--- src/rtl/alu_pkg.sv ---
// Shared ALU sequencing package: default operand width and the state
// encoding used by the multi-cycle multiplier and divider.
package alu_pkg;

    // Default operand width for the multi-cycle arithmetic units.
    localparam int ALU_WIDTH = 32;

    // Sequencer states. FIX is only reached when the signed-multiply
    // build option is enabled; otherwise it is an unreachable encoding.
    typedef enum logic [1:0] {
        IDLE  = 2'd0,
        ADD   = 2'd1,
        SHIFT = 2'd2,
        FIX   = 2'd3
    } alu_state_e;

endpackage

--- src/rtl/mul_seq.sv ---
// mul_seq: radix-2 shift-add multiplier, one multiplier bit per ADD/SHIFT
// pair, one operation in flight. Product is returned split across hi/lo.
//
// Handshake: mul_start is a request that is accepted only on an edge where
// the unit is in IDLE (the accepting edge). mul_busy is high from the
// accepting edge until the edge that raises mul_end. mul_end is a
// single-cycle pulse; hi/lo are final while it is high and hold until the
// next accepted start. Requests while busy are dropped, not queued.
//
// Build option MUL_SEQ_SIGNED_EN: adds the mul_signed input. Signed
// operations multiply magnitudes and fix the sign in an extra FIX cycle;
// every operation in that build takes 2*WIDTH+1 cycles. Without the macro
// the unit is unsigned only and takes 2*WIDTH cycles.
module mul_seq
    import alu_pkg::*;
#(
    parameter int WIDTH = ALU_WIDTH
) (
    input  logic             clk,
    input  logic             rst_n,
    input  logic [WIDTH-1:0] multiplicand,
    input  logic [WIDTH-1:0] multiplier,
    input  logic             mul_start,
`ifdef MUL_SEQ_SIGNED_EN
    input  logic             mul_signed,
`endif
    output logic             mul_busy,
    output logic             mul_end,
    output logic [WIDTH-1:0] hi,
    output logic [WIDTH-1:0] lo
);

    localparam int IDX_W = $clog2(WIDTH) + 1;
    localparam logic [IDX_W-1:0] LAST_IDX = IDX_W'(WIDTH - 1);

    alu_state_e       state;
    logic [WIDTH-1:0] mcand;
    logic             carry;
    logic [IDX_W-1:0] idx;

`ifdef MUL_SEQ_SIGNED_EN
    logic             neg;
    logic             a_neg;
    logic             b_neg;
    logic [WIDTH-1:0] a_mag;
    logic [WIDTH-1:0] b_mag;
    logic [2*WIDTH-1:0] prod_fixed;

    // Conditional two's-complement of a double-width value.
    function automatic logic [2*WIDTH-1:0] mul_abs(input logic [2*WIDTH-1:0] x,
                                                   input logic            neg_en);
        mul_abs = neg_en ? ((~x) + (2*WIDTH)'(1)) : x;
    endfunction

    // Operand magnitudes; -2^(WIDTH-1) maps to 2^(WIDTH-1) as an unsigned word.
    always_comb begin
        a_neg      = mul_signed & multiplicand[WIDTH-1];
        b_neg      = mul_signed & multiplier[WIDTH-1];
        a_mag      = a_neg ? ((~multiplicand) + WIDTH'(1)) : multiplicand;
        b_mag      = b_neg ? ((~multiplier) + WIDTH'(1)) : multiplier;
        prod_fixed = mul_abs({hi, lo}, neg);
    end
`endif

    // Sequencer and datapath: load in IDLE, conditional add, then shift right.
    always_ff @(posedge clk or negedge rst_n) begin
        if (!rst_n) begin
            state    <= IDLE;
            mul_end  <= 1'b0;
            mul_busy <= 1'b0;
            hi       <= '0;
            lo       <= '0;
            mcand    <= '0;
            carry    <= 1'b0;
            idx      <= '0;
`ifdef MUL_SEQ_SIGNED_EN
            neg      <= 1'b0;
`endif
        end else begin
            case (state)
                IDLE: begin
                    mul_end <= 1'b0;
                    if (mul_start) begin
`ifdef MUL_SEQ_SIGNED_EN
                        mcand <= a_mag;
                        lo    <= b_mag;
                        neg   <= a_neg ^ b_neg;
`else
                        mcand <= multiplicand;
                        lo    <= multiplier;
`endif
                        hi       <= '0;
                        carry    <= 1'b0;
                        idx      <= '0;
                        mul_busy <= 1'b1;
                        state    <= ADD;
                    end
                end

                ADD: begin
                    // Accumulate the multiplicand when the current multiplier bit is set.
                    if (lo[0]) begin
                        {carry, hi} <= {1'b0, hi} + {1'b0, mcand};
                    end
                    state <= SHIFT;
                end

                SHIFT: begin
                    // {carry,hi,lo} >> 1: consumed multiplier bit falls off the bottom.
                    carry <= 1'b0;
                    hi    <= {carry, hi[WIDTH-1:1]};
                    lo    <= {hi[0], lo[WIDTH-1:1]};
                    idx   <= idx + IDX_W'(1);
                    if (idx == LAST_IDX) begin
`ifdef MUL_SEQ_SIGNED_EN
                        state <= FIX;
`else
                        state    <= IDLE;
                        mul_end  <= 1'b1;
                        mul_busy <= 1'b0;
`endif
                    end else begin
                        state <= ADD;
                    end
                end

`ifdef MUL_SEQ_SIGNED_EN
                FIX: begin
                    // Apply the recorded sign to the full double-width product.
                    {hi, lo} <= prod_fixed;
                    mul_end  <= 1'b1;
                    mul_busy <= 1'b0;
                    state    <= IDLE;
                end
`endif

                default: begin
                    state <= IDLE;
                end
            endcase
        end
    end

endmodule
--- config.mk ---
export PLATFORM = sky130hd
export DESIGN_NAME = mul_seq
export DESIGN_NICKNAME = d
export VERILOG_FILES = /design/src/rtl/alu_pkg.sv /design/src/rtl/mul_seq.sv
export SDC_FILE = /design/constraint.sdc
export NUM_CORES = 1
export LEC_CHECK = 0
export BUFFER_PORTS_ARGS = -buffer_cell sky130_fd_sc_hd__buf_4
export CORE_MARGIN = 4
export CORE_UTILIZATION = 30
export CTS_CLUSTER_SIZE = 30
export DETAILED_ROUTE_END_ITERATION = 8
export GPL_TIMING_DRIVEN = 0
export SETUP_SLACK_MARGIN = 0.3
export SKIP_CTS_REPAIR_TIMING = 1
export SLEW_MARGIN = 20
export SYNTH_ARGS = -nofsm -noshare
export SYNTH_HDL_FRONTEND = slang
export SYNTH_SLANG_ARGS = --single-unit
export TNS_END_PERCENT = 50
--- constraint.sdc ---
create_clock -name clk -period 7.9 [get_ports clk]
set_clock_uncertainty 0.2 [all_clocks]
set_input_delay 1.58 -clock clk [delete_from_list [all_inputs] [get_ports clk]]
set_output_delay 1.58 -clock clk [all_outputs]
set_load 0.01 [all_outputs]
==> key figures, run 1 <==
Critical path
  • Crit path max fanout: 4
  • Crit path cell chain: ha_1 > inv_1 > fa_1 > nand2b_1 > a21oi_1 > o21ai_1 > a31oi_1 > a31oi_1 > or4_1 > nand3_1
  • CP Data Required Time: 8.00 ns
  • Crit end category: register
  • Crit-path max cell delay: 0.54 ns
  • Crit path to: hi[28]$_DFFE_PN0P_
  • CP startpoint kind: register
  • Worst path bufs/invs: 1
  • Reg2Reg Setup Slack: 4.66 ns
  • Critical path depth: 10
  • Crit-path most repeated cell: a31oi_1
  • Worst Setup SP: hi[0]$_DFFE_PN0P_
  • Max stage delay cell, worst path: or4_1
  • Top delay family on crit path: compound AO/OA/AOI/OAI gates
  • Crit path DAT: 3.34 ns
  • Reg2Reg Depth: 10
  • Critical path class: register to register
  • Reg2Reg Capture Point: hi[28]$_DFFE_PN0P_
  • Worst r2r src: hi[0]$_DFFE_PN0P_

Global route
  • Pin count of the biggest net entering global routing: 68
  • GRT overflow: 0
  • Number of global-route vias before repair: 5,694
  • Global-route wire length before repair: 29,760 um
  • Initial antenna violation count: 0
  • Total global routing track utilization: between 15 and 20%

Synth
  • Synth top area cells: dfrtp_1 42%, ha_1 7.3%, mux2_2 5.8%
  • Synth warn: 0
  • Seq/Total Area, Yosys: 41.96%
  • Synth Register Bits: 107
  • Cells after Synth: roughly 670
  • Post-synth net total: 770
  • Async set-or-reset flop fraction in the synthesized netlist: between 90% and 100%
  • Unique masters post-synth: 65
  • Post-synth top area cell: dfrtp_1
  • Post-synth top area share: 41.96%
  • Average size of a mapped cell: 9.596 um^2
  • EDFF count, synth: 0
  • Ys flop type: dfrtp_1
  • Cell Area, Synth: ~6400 um^2

Detailed routing
  • Wirelength per Cell: 16.41 um
  • Routed WL: 17,870 um
  • Residual DRC: 0
  • 1st-iter DRT viols: around 370
  • ANT nets after route: 0
  • Via Count: approximately 5.5k
  • Drt pass-1 iters: 5
  • Vias per inst: 5.088

Floorplan
  • Die area: 23,670 um^2
  • Row count: 53
  • Die Y: 153.8 um
  • Die W: 153.8 um
  • Initial core utilization: 30.45%
  • # IOs: 133
  • Placeable Area: around 21,000 um^2

STA
  • Crit path time final: 3.241 ns
  • Worst slew pin tran: between 0.7 and 0.8 ns
  • Setup Viol. Count Final: 0
  • Max_slew headroom: 50.52%
  • Fin crit share: between 40% and 50%
  • Pins Over Slew Limit: 0
  • Slack of the critical path: 4.659 ns
  • RSZ-0062 raised after global routing: no
  • Fin. Hold Viols: 0
  • F_max: a little over 300 MHz
  • Total negative setup slack: 0 ns

Finish
  • Most frequent cells in the layout: 132 x buf_4, 107 x dfrtp_1, 84 x nand2_1
  • Design area: 8054 um^2
  • Area grow syn2layout: 26.22%
  • Antenna diodes: 0
  • Commonest non-fill, non-tap cell in the layout: buf_4
  • Share of post-route cells with drive strength above 1: 24.57%
  • Util after Layout: 38.43%
  • Fin nets: 914
  • Post-route insts no fill: 1,089
  • Fillers: 2,195

Clocking
  • H-tree depth: 3
  • CTS Buffer Depth: 2
  • Sink Count: 107
  • CTS Buf Count: 9
  • Clock Pin Slew Worst Setup and Hold Paths: 0.08 ns
  • Root Buffer: clkbuf_16
  • CTS tree: built
  • Clock Latency Late Sink: 0.37 ns

Placement
  • Port Buf Inserts: 132
  • Cells after DPL: 1,073
  • Placer Congestion: around 0.86
  • Placed inst area: 7747 um^2
  • Hpwl dp: around 14,000 um
  • Setup WS pre-CTS: 4.298 ns

Power
  • Maximum VDD drop: 0.0001681 V
  • Pwr Density: 432.5 nW/um^2
  • Leakage: roughly 3.6 nW

Outcome
  • Outcome: finished clean

Run
  • Max-Cap Viols: 0

Worst hold path
  • Min-delay worst type: register to register
cell usage after synthesis, drive strengths merged, types with 9 or more instances:
library cell	n
xnor2	9
mux2	33
nand2	84
mux2i	33
buf	10
clkbuf	21
a22oi	21
ha	37
inv	20
nand3	15
dfrtp	107
xor2	14
a21oi	43
o21ai	89
nor2	26
metrics by stage:
stage               hold slack (ns)  power, mW
global placement             0.2969      3.002
floorplan                    0.2836      2.346
CTS                          0.3187      3.523
finish                       0.3160      3.484
global route                 0.3308      3.812
detailed placement           0.3013      3.027
metal layers:
layer	vias to the layer above	global-route usage, %	wire length, um
met2	142	25.13	8310
met4	0	3.238	175
met5	-	0	0
met1	2669	20.00	7924
li1	2720	-	-
met3	10	5.094	1462
how the worst min path moves through the flow:
stage                       endpoint                  start  cells after the start  slack (ns)
2_1_floorplan     idx[0]$_DFFE_PN0P_     idx[0]$_DFFE_PN0P_                      1        0.28
3_3_place_gp   mcand[30]$_DFFE_PN0P_  mcand[30]$_DFFE_PN0P_                      1        0.30
3_5_place_dp   mcand[29]$_DFFE_PN0P_  mcand[29]$_DFFE_PN0P_                      1        0.30
4_1_cts        mcand[30]$_DFFE_PN0P_  mcand[30]$_DFFE_PN0P_                      1        0.32
5_1_grt        mcand[27]$_DFFE_PN0P_  mcand[27]$_DFFE_PN0P_                      1        0.33
6_report       mcand[26]$_DFFE_PN0P_  mcand[26]$_DFFE_PN0P_                      1        0.32
layout make-up:
cell class	count	area [um^2]	share of cell area, %
Clock inverter	7	81.33	1.010
Inverter	20	75.07	0.9321
Clock buffer	9	225.2	2.796
Sequential cell	107	2678	33.25
Multi-Input combinational cell	507	3502	43.48
Tap cell	275	344.1	4.272
Buffer	31	126.4	1.569
Timing Repair Buffer	133	1022	12.69
sequential cells by signal, summed over array words and instances, names as in the netlist:
signal / cells
lo: 32
hi: 32
state: 2
mcand: 32
carry: 1
mul_busy: 1
idx: 6
mul_end: 1
where the power goes:
| part | total [mW] | leakage (nW) | internal (mW) | switching (mW) |
|---|---|---|---|---|
| logic | 2.00 | 2.11 | 0.842 | 1.16 |
| registers | 1.01 | 1.35 | 0.792 | 0.217 |
| clock network | 0.476 | 0.147 | 0.251 | 0.225 |
| total | 3.48 | 3.61 | 1.88 | 1.60 |
logic make-up after synthesis:
group	after synthesis	synth area share [%]
and+or+nand+nor	164	11.80
AOI/OAI and AO/OA	216	21.35
DFF	107	41.96
xor gates and xnor gates	23	3.157
adders and majority gates	38	7.569
muxes	66	11.00
buffers and inverters	51	3.157
(Power assumes the default switching activity.)
==> inputs of run 2 (changes only) <==
- clock period: 7.9 -> 3.21 ns (I/O delays scaled with it)
==> run 2 against run 1 <==
Global-route usage unchanged. Largest cell class unchanged. Non-clock buffer count up 1. Sequential power up 150%. Critical path depth unchanged. Worst hold slack worse by 0.33 ns. Via count up 0.97%. The run now ends with hold timing left.
==> key figures, run 2 (synthesis results as in run 1) <==
Finish
  • Largest registers: hi x32, lo x32, mcand x32
  • Most frequent cells in the layout: 133 x buf_4, 106 x dfrtp_1, 84 x nand2_1
  • Antenna diodes: 0 (unchanged)
  • Fillers: 2,184 (-0.50%)
  • Commonest non-fill, non-tap cell in the layout: buf_4
  • Fin nets: 915 (+0.11%)
  • Design area: 8112 um^2 (+0.71%)
  • Util after Layout: 38.71% (+0.27 points)
  • Share of post-route cells with drive strength above 1: 25.89% (+1.3 points)
  • Post-route insts no fill: 1,090 (+0.092%)
  • Area grow syn2layout: 27.12%

Placement
  • Hpwl dp: 13,740 um (unchanged)
  • Placed inst area: 7747 um^2 (unchanged)
  • Placer Congestion: 0.8555 (unchanged)
  • Port Buf Inserts: 132 (unchanged)
  • Cells after DPL: 1,073 (unchanged)

Detailed routing
  • Residual DRC: 0 (unchanged)
  • Vias per inst: 5.133 (+0.88%)
  • 1st-iter DRT viols: 349 (-4.9%)
  • Routed WL: 17,940 um (+0.36%)
  • ANT nets after route: 0 (unchanged)
  • Wirelength per Cell: 16.46 um (+0.27%)
  • Via Count: 5,595 (+0.97%)
  • Drt pass-1 iters: 5 (unchanged)

Power
  • Maximum VDD drop: 0.0004069 V (+140%)
  • Leakage: 3.622 nW (+0.43%)
  • Pwr Density: 1064 nW/um^2 (+150%)

STA
  • Setup Viol. Count Final: 0 (unchanged)
  • F_max: 356.2 MHz (+15%)
  • Fin crit share: 87.46% (+46 points)
  • Max_slew headroom: 46.64% (-3.9 points)
  • Pins Over Slew Limit: 0 (unchanged)
  • WHS: -0.01741 ns (-0.3334 ns)
  • Fin. Hold Viols: 18 (+18)
  • Crit path time final: 2.808 ns (-0.4334 ns)
  • Worst slew pin tran: 0.7950 ns (+0.05772 ns)
  • RSZ-0062 raised after global routing: yes

Floorplan
  • Row count: 53 (unchanged)
  • Placeable Area: 20,960 um^2 (unchanged)
  • # IOs: 133 (unchanged)
  • Die Y: 153.8 um (unchanged)
  • Die W: 153.8 um (unchanged)
  • Die area: 23,670 um^2 (unchanged)
  • Initial core utilization: 30.45% (unchanged)

Critical path
  • Crit path max fanout: 4 (unchanged)
  • Max stage delay cell, worst path: or4_1
  • Crit path DAT: 2.90 ns (-0.44 ns)
  • Crit-path max cell delay: 0.50 ns (-0.04 ns)
  • CP startpoint kind: register
  • Crit path cell chain: ha_1 > inv_1 > fa_1 > nand2b_1 > a21oi_2 > o21ai_2 > a31oi_4 > a31oi_4 > or4_1 > nand3_1
  • Crit end category: register
  • CP Data Required Time: 3.31 ns (-4.69 ns)
  • Crit-path most repeated cell: a31oi_4
  • Critical path class: register to register

Clocking
  • Clock Latency Late Sink: 0.36 ns (about the same)
  • Sink Count: 107 (unchanged)
  • CTS Buf Count: 9 (unchanged)
  • Root Buffer: clkbuf_16
  • CTS Buffer Depth: 2 (unchanged)
  • CTS tree: built
  • Clock Pin Slew Worst Setup and Hold Paths: 0.08 ns (about the same)
  • H-tree depth: 3 (unchanged)

Global route
  • Number of global-route vias before repair: 5,694 (unchanged)
  • Pin count of the biggest net entering global routing: 68 (unchanged)
  • Total global routing track utilization: 15.38% (unchanged)
  • GRT overflow: 0 (unchanged)
  • Initial antenna violation count: 0 (unchanged)
  • Global-route wire length before repair: 29,760 um (unchanged)

Worst hold path
  • Min-delay worst type: primary input to asynchronous set/reset pin

Run
  • Max-Cap Viols: 0 (unchanged)

Outcome
  • Outcome: finished, violations left
  • Failing checks: hold timing
## run 2: cell types whose count changed in the layout (fill, tap and decap cells not counted), sizes merged
cell,previous run,this run
clkbuf,30,31
## run 2: final cells by class
type                            count  area, um^2  share of cell area, %
Timing Repair Buffer              134        1030                  12.69
Inverter                           20       75.07                 0.9255
Tap cell                          275       344.1                  4.242
Clock buffer                        9       225.2                  2.776
Clock inverter                      7       81.33                  1.003
Multi-Input combinational cell    507        3547                  43.73
Buffer                             31       130.1                  1.604
Sequential cell                   107        2679                  33.02
## run 2: path summary, 6_finish.rpt
path,start,end,slack [ns],depth (start not counted)
setup reg to reg,hi[0]$_DFFE_PN0P_,hi[28]$_DFFE_PN0P_,0.40,10
hold reg to reg,mcand[26]$_DFFE_PN0P_,mcand[26]$_DFFE_PN0P_,0.32,1
min in group clk,multiplicand[5],mcand[5]$_DFFE_PN0P_,0.30,2
max in group asynchronous,rst_n,hi[24]$_DFFE_PN0P_,2.15,2
hold / removal,rst_n,hi[3]$_DFFE_PN0P_,-0.02,1
setup / recovery,hi[0]$_DFFE_PN0P_,hi[28]$_DFFE_PN0P_,0.40,10
## run 2: per-stage QoR
stage | TNS, ns | total power [mW] | setup WS (ns)
finish | 0 | 8.632 | 0.4024
global route | 0 | 9.436 | 0.2611
CTS | -0.04880 | 8.670 | -0.04880
detailed placement | 0 | 7.451 | 0.004758
global placement | 0 | 7.389 | 0.05305
floorplan | 0 | 5.775 | 0.5610
## run 2: power breakdown
group / total (mW) / internal (mW) / switching, mW
Clock: 1.17 / 0.617 / 0.554
Combinational: 4.98 / 2.10 / 2.89
Sequential: 2.48 / 1.95 / 0.528
## run 2: layer usage
metal / global-route usage [%] / wire [um]
met1: 20.00 / 7987
met2: 25.13 / 8323
met3: 5.094 / 1449
met4: 3.238 / 177
met5: 0 / 0
## run 2: critical path: cells and delay by family, from the launching register on
family          cells  cell delay, ns
simple gates        3            0.79
compound gates      4            0.71
fa+ha+maj           2            0.58
flops               1            0.38
buf+inv             1            0.07
